### src/rtl/muldiv_sequencer_pkg.sv
// Shared encodings and helpers for the RV32M multiply/divide sequencer.
// Latency: none (definitions only).
// Backpressure: none (definitions only).
// Optional feature macro used by the sequencer: MULDIV_EARLY_OUT_EN.
package muldiv_sequencer_pkg;

    // funct3 encodings of the M extension
    localparam logic [2:0] OP_MUL    = 3'd0;
    localparam logic [2:0] OP_MULH   = 3'd1;
    localparam logic [2:0] OP_MULHSU = 3'd2;
    localparam logic [2:0] OP_MULHU  = 3'd3;
    localparam logic [2:0] OP_DIV    = 3'd4;
    localparam logic [2:0] OP_DIVU   = 3'd5;
    localparam logic [2:0] OP_REM    = 3'd6;
    localparam logic [2:0] OP_REMU   = 3'd7;

    localparam int MUL_CYCLES_DEF = 2;
    localparam int DIV_ITERS      = 32;

    typedef enum logic [2:0] {
        S_IDLE = 3'd0,
        S_MUL  = 3'd1,
        S_DIV  = 3'd2,
        S_FIX  = 3'd3,
        S_DONE = 3'd4
    } state_e;

    // One latched M-extension request
    typedef struct packed {
        logic [2:0]  op;
        logic [31:0] a;
        logic [31:0] b;
    } req_t;

    // Divide by zero or signed overflow: the answer is known without iterating
    function automatic logic div_early(input logic [2:0] op, input logic [31:0] a,
                                       input logic [31:0] b);
        return op[2] && ((b == 32'd0) ||
                         (!op[0] && (a == 32'h8000_0000) && (b == 32'hFFFF_FFFF)));
    endfunction

    // RISC-V defined result for the early-out cases (op[1] selects remainder)
    function automatic logic [31:0] div_corner(input logic [2:0] op, input logic [31:0] a,
                                               input logic [31:0] b);
        if (b == 32'd0)
            return op[1] ? a : 32'hFFFF_FFFF;
        return op[1] ? 32'd0 : 32'h8000_0000;
    endfunction

endpackage

### src/rtl/muldiv_div_step.sv
// One restoring-division iteration: shift in the next dividend bit, trial-subtract, restore.
// Latency: combinational.
// Backpressure: none; the sequencer decides when to register the outputs.
module muldiv_div_step (
    input  logic [31:0] i_rem,
    input  logic [31:0] i_quot,
    input  logic [31:0] i_divisor,
    output logic [31:0] o_rem,
    output logic [31:0] o_quot
);

    // 33-bit partial remainder: the stored remainder stays below the divisor,
    // so after a successful subtract it always fits back into 32 bits.
    logic [32:0] w_shift;
    logic [32:0] w_diff;
    logic        w_borrow;

    assign w_shift  = {i_rem, i_quot[31]};
    assign w_diff   = w_shift - {1'b0, i_divisor};
    assign w_borrow = w_diff[32];
    assign o_rem    = w_borrow ? w_shift[31:0] : w_diff[31:0];
    assign o_quot   = {i_quot[30:0], ~w_borrow};

endmodule

### src/rtl/muldiv_sequencer.sv
// RV32M multiply/divide controller with start/busy/done handshake (optional MULDIV_EARLY_OUT_EN).
// Latency: multiply MUL_CYCLES+1, divide 34, early-out divide 1 cycle after accept.
// Backpressure: busy stalls the core; start only sampled in IDLE/DONE, abort cancels.
module muldiv_sequencer
    import muldiv_sequencer_pkg::*;
#(
    parameter int MUL_CYCLES = MUL_CYCLES_DEF
) (
    input  logic        i_clk,
    input  logic        i_rst,
    input  logic        i_start,
    input  logic [2:0]  i_op,
    input  logic [31:0] i_rs1_val,
    input  logic [31:0] i_rs2_val,
    input  logic        i_abort,
    output logic        o_busy,
    output logic        o_done,
    output logic [31:0] o_result
);

    state_e      r_state;
    req_t        r_req;
    logic [4:0]  r_cnt;
    logic [31:0] r_rem;
    logic [31:0] r_quot;
    logic [31:0] r_dvsr;
    logic        r_done;
    logic [31:0] r_result;

    logic        w_accept;
    logic        w_sgn_in;
    logic [31:0] w_a_mag;
    logic [31:0] w_b_mag;
    logic        w_early;
    logic [31:0] w_early_res;
    logic        w_a_sx;
    logic        w_b_sx;
    logic [63:0] w_prod;
    logic [31:0] w_mul_res;
    logic        w_sgn;
    logic        w_q_neg;
    logic        w_r_neg;
    logic [31:0] w_fix_res;
    logic [31:0] w_step_rem;
    logic [31:0] w_step_quot;

    assign w_accept = ((r_state == S_IDLE) || (r_state == S_DONE)) && i_start && !i_abort;
    assign o_busy   = w_accept || (r_state == S_MUL) || (r_state == S_DIV) || (r_state == S_FIX);
    assign o_done   = r_done;
    assign o_result = r_result;

    // Divider operand magnitudes at accept time (DIV/REM are signed: op[0]==0)
    assign w_sgn_in = !i_op[0];
    assign w_a_mag  = (w_sgn_in && i_rs1_val[31]) ? -i_rs1_val : i_rs1_val;
    assign w_b_mag  = (w_sgn_in && i_rs2_val[31]) ? -i_rs2_val : i_rs2_val;

`ifdef MULDIV_EARLY_OUT_EN
    assign w_early     = div_early(i_op, i_rs1_val, i_rs2_val);
    assign w_early_res = div_corner(i_op, i_rs1_val, i_rs2_val);
`else
    assign w_early     = 1'b0;
    assign w_early_res = 32'd0;
`endif

    // Multiplier: the 64-bit wrap-around product of the sign-extended operands
    // equals the low 64 bits of the 33x33 signed product.
    assign w_a_sx    = ((r_req.op == OP_MULH) || (r_req.op == OP_MULHSU)) && r_req.a[31];
    assign w_b_sx    = (r_req.op == OP_MULH) && r_req.b[31];
    assign w_prod    = {{32{w_a_sx}}, r_req.a} * {{32{w_b_sx}}, r_req.b};
    assign w_mul_res = (r_req.op == OP_MUL) ? w_prod[31:0] : w_prod[63:32];

    // Sign fix-up; x/0 keeps an all-ones quotient and the full dividend as remainder
    assign w_sgn     = !r_req.op[0];
    assign w_q_neg   = w_sgn && (r_req.a[31] ^ r_req.b[31]) && (r_req.b != 32'd0);
    assign w_r_neg   = w_sgn && r_req.a[31];
    assign w_fix_res = r_req.op[1] ? (w_r_neg ? -r_rem : r_rem)
                                   : (w_q_neg ? -r_quot : r_quot);

    muldiv_div_step u_div_step (
        .i_rem     (r_rem),
        .i_quot    (r_quot),
        .i_divisor (r_dvsr),
        .o_rem     (w_step_rem),
        .o_quot    (w_step_quot)
    );

    // Sequencer FSM: accept, iterate, fix up, pulse done with the registered result
    always_ff @(posedge i_clk or posedge i_rst) begin
        if (i_rst) begin
            r_state  <= S_IDLE;
            r_req    <= '0;
            r_cnt    <= '0;
            r_rem    <= '0;
            r_quot   <= '0;
            r_dvsr   <= '0;
            r_done   <= 1'b0;
            r_result <= '0;
        end else if (i_abort) begin
            r_state <= S_IDLE;
            r_done  <= 1'b0;
        end else begin
            case (r_state)
                S_IDLE, S_DONE: begin
                    r_done <= 1'b0;
                    if (i_start) begin
                        r_req <= '{op: i_op, a: i_rs1_val, b: i_rs2_val};
                        if (!i_op[2]) begin
                            r_state <= S_MUL;
                            r_cnt   <= 5'(MUL_CYCLES - 1);
                        end else if (w_early) begin
                            r_state  <= S_DONE;
                            r_done   <= 1'b1;
                            r_result <= w_early_res;
                        end else begin
                            r_state <= S_DIV;
                            r_cnt   <= 5'(DIV_ITERS - 1);
                            r_rem   <= '0;
                            r_quot  <= w_a_mag;
                            r_dvsr  <= w_b_mag;
                        end
                    end else begin
                        r_state <= S_IDLE;
                    end
                end
                S_MUL: begin
                    if (r_cnt == 5'd0) begin
                        r_state  <= S_DONE;
                        r_done   <= 1'b1;
                        r_result <= w_mul_res;
                    end else begin
                        r_cnt <= r_cnt - 5'd1;
                    end
                end
                S_DIV: begin
                    r_rem  <= w_step_rem;
                    r_quot <= w_step_quot;
                    if (r_cnt == 5'd0)
                        r_state <= S_FIX;
                    else
                        r_cnt <= r_cnt - 5'd1;
                end
                S_FIX: begin
                    r_state  <= S_DONE;
                    r_done   <= 1'b1;
                    r_result <= w_fix_res;
                end
                default: r_state <= S_IDLE;
            endcase
        end
    end

endmodule

### config.mk
export PLATFORM = sky130hd
export DESIGN_NAME = muldiv_sequencer
export DESIGN_NICKNAME = d
export VERILOG_FILES = /design/src/rtl/muldiv_sequencer_pkg.sv /design/src/rtl/muldiv_div_step.sv /design/src/rtl/muldiv_sequencer.sv
export SDC_FILE = /design/constraint.sdc
export NUM_CORES = 2
export LEC_CHECK = 0
export CORE_ASPECT_RATIO = 2
export CORE_MARGIN = 2
export CORE_UTILIZATION = 35
export CTS_BUF_LIST = sky130_fd_sc_hd__clkbuf_8
export DETAILED_ROUTE_END_ITERATION = 12
export HOLD_SLACK_MARGIN = 0.15
export PLACE_DENSITY_LB_ADDON = 0.25
export SLEW_MARGIN = 20
export SYNTH_ARGS = -nofsm -noshare
export SYNTH_HDL_FRONTEND = slang
export SYNTH_SLANG_ARGS = --single-unit
### constraint.sdc
create_clock -name i_clk -period 9.9 [get_ports i_clk]
set_input_delay 1.98 -clock i_clk [delete_from_list [all_inputs] [get_ports i_clk]]
set_output_delay 1.98 -clock i_clk [all_outputs]
set_load 0.02 [all_outputs]
==> results by group <==
Status
  • Status: finished, final reports clean

Setup path
  • CP Data Arrival Time: a little under 10 ns
  • Crit path largest cell delay: 0.58 ns
  • Max FO, Critical Path: 17
  • Slowest-stage cell, CP: fa_1
  • Critical path class: flop to flop
  • Flop2flop setup slack: 0.86 ns
  • Reg2Reg Launch Point: r_req[64]$_DFFE_PP0P_
  • Reg2Reg Depth: 32
  • Worst EP required: 10.48 ns
  • Worst r2r dst: o_result[31]$_DFFE_PP0P_
  • CP startpoint kind: flop
  • CP bufs+invs: 9
  • Worst path most repeated cell: fa_1
  • Family with the most delay on the worst path: adder cells
  • Crit end category: flop

Floorplanning
  • Initial Utilization: 0.352
  • Die width: 275 um
  • Io pins: 105
  • Placeable Area: 147000 um^2
  • Die height: roughly 550 um
  • Row count: slightly below 200
  • Die area: around 150000 um^2

Routing
  • Post-route DRC: 0
  • First-pass DRT Iterations: 5
  • Initial DRC count: 2289
  • Post-DRT Antenna Nets: 0
  • Routed vias: 40300
  • Drt wl/cell: approximately 25 um
  • DRT Wirelength: 192000 um
  • Vias per cell: between 5 and 6

Synth
  • Number of synthesized register bits: 204
  • Top FF cell, synth: dfrtp_1
  • Sequential share of the synthesized area: 0.0989
  • Post-synthesis area per instance: 8.88 um^2
  • Mapped Area: 51600 um^2
  • Yosys cell types: 98
  • Fraction of registers with async set/reset: 1.00
  • Mapped Nets: around 7300
  • Number of synthesized flops with an enable pin: 0
  • YS warnings: 0
  • Post-Syn Instances: 5811

STA
  • Hold_ws: 0.491 ns
  • Fmax: approximately 0.11 GHz
  • Worst Skew: 0.0621 ns
  • Slew headroom: 0.234
  • Final Hold Fails: 0
  • RSZ-0062 raised after global routing: no
  • Setup TNS: 0 ns
  • Fin. max-slew vios: 0
  • Worst-Margin Slew: 1.15 ns
  • Final setup violation count: 0
  • Minimum clock period: 9.04 ns
  • Final Cycle Share: 0.913

Final layout
  • Fin nets: 7182
  • Final std cells w/o fill: about 7700
  • Share of layout cells above drive strength 1: 0.0554
  • Layout area overhead: 7.36%
  • Fin util: 0.378

Hold path
  • Worst Hold Launch: o_result[3]$_DFFE_PP0P_
  • Worst hold stages: 2
  • Worst Hold Class: flop to flop
  • Worst hold path endpoint: o_result[3]$_DFFE_PP0P_

Global route
  • Antenna violations before repair: 7
  • Largest net degree at the start of global routing: 114
  • GRT Residual Overflow: 0
  • Gr usage total: 0.259
  • First-pass GRT wire length: 283000 um
  • Vias in the first global route: 44700

Placed design
  • Final GP Congestion: 0.952
  • Post-DP HPWL: 161000 um
  • DP Cell Count: 7611
  • IO buf count: 104

Clock tree
  • Worst skew pair latency: 0.71 ns
  • Post-CTS resize count: 0
  • CTS hold repair buffers: 0
  • H-tree depth: 1
  • Post-CTS setup buffers: 0
  • Max clock buf depth: 3
  • Clock transition at the registers of the reported paths: 0.08 ns
  • CTS tree: done
  • Num CTS Buffers: 30
  • CTS Sinks: 204
  • Root buf cell: clkbuf_8

Flow run
  • Max Cap Violations: 0
==> placed cells by master, fill, tap and decap left out, types with 24 or more instances in the layout <==
master              n
mux2i_1            31
clkdlybuf4s50_1   104
o21ai_0           117
nor3_1             50
mux2_2             68
and2_1            311
nand3_1            29
nand4_1            26
nor2_1            215
dfrtp_1           194
a21oi_1           229
a31oi_1            24
fa_1             1126
o21ai_1            63
ha_1              251
buf_4             116
a21o_1             47
xor2_1             97
xnor2_1           115
clkbuf_8           38
inv_1            1231
nand2_1           929
==> stage by stage <==
step / area (um^2) / setup slack, ns
after CTS: 55400 / 0.846
after floorplan: 51600 / 1.31
after global routing: 55400 / 0.440
after detailed placement: 54700 / 0.879
after global placement: 54700 / 0.904
final: 55400 / 0.865
==> logic make-up after synthesis <==
logic type      Yosys count  synth area share
simple gates           1705             0.152
mux                      99            0.0209
fa+ha+maj              1377             0.498
xor+xnor                212            0.0360
flops                   204            0.0989
compound gates          651            0.0783
buf+inv                1563             0.116
==> synth_stat cells, drive strengths merged, types with 26 or more instances <==
cell	number	area, um^2
ha	251	3140
nand4	26	163
nor2	219	832
dfrtp	204	5100
a31oi	27	196
inv	1229	4610
nand2	931	3500
a21o	47	353
xnor2	115	1010
xor2	97	850
mux2	68	766
nand3	30	155
nor3	55	290
clkbuf	310	1200
mux2i	31	310
o21ai	185	941
a21oi	231	1160
fa	1126	22500
and2	313	1960
==> flip-flops by register name, summed over array words and instances (netlist names) <==
name	flops
o_done	1
o_result	32
r_cnt	5
r_dvsr	32
r_quot	32
r_rem	32
r_req	67
r_state	3
==> worst register-to-register path, delay by kind of cell, from the launching register on <==
family          cells  cell delay, ns
simple gates        3            0.33
fa+ha+maj           9            4.61
compound gates      9            1.68
xor+xnor            2            0.42
flops               1            0.47
buf+inv             9            1.41
==> worst max path at each step <==
stage               cells past startpoint                  start  slack [ns]                       end
floorplan                              31  r_req[64]$_DFFE_PP0P_        1.31  o_result[31]$_DFFE_PP0P_
finish                                 32  r_req[64]$_DFFE_PP0P_        0.86  o_result[31]$_DFFE_PP0P_
global placement                       32  r_req[64]$_DFFE_PP0P_        0.90  o_result[31]$_DFFE_PP0P_
detailed placement                     32  r_req[64]$_DFFE_PP0P_        0.88  o_result[31]$_DFFE_PP0P_
CTS                                    32  r_req[64]$_DFFE_PP0P_        0.85  o_result[31]$_DFFE_PP0P_
global route                           30  r_req[64]$_DFFE_PP0P_        0.44  o_result[30]$_DFFE_PP0P_
==> routing by layer <==
metal / up-vias / track usage / wire length [um]
li1: 17300 / - / -
met1: 21000 / 0.238 / 57500
met2: 1413 / 0.492 / 105000
met3: 680 / 0.0206 / 7260
met4: 0 / 0.239 / 22300
met5: - / 0 / 0
==> area by class of cell <==
type	instances	area, um^2
fill	14900	91300
sequential	204	5120
antenna	6	15.0
multi-input combinational	4044	40500
inverter	1230	4620
timing repair buffer	224	1990
clock inverter	17	189
tap	1909	2390
clock buffer	38	523
Power is not shown: default switching activity piles up to over one toggle a cycle in this logic, so the estimate is an artifact.
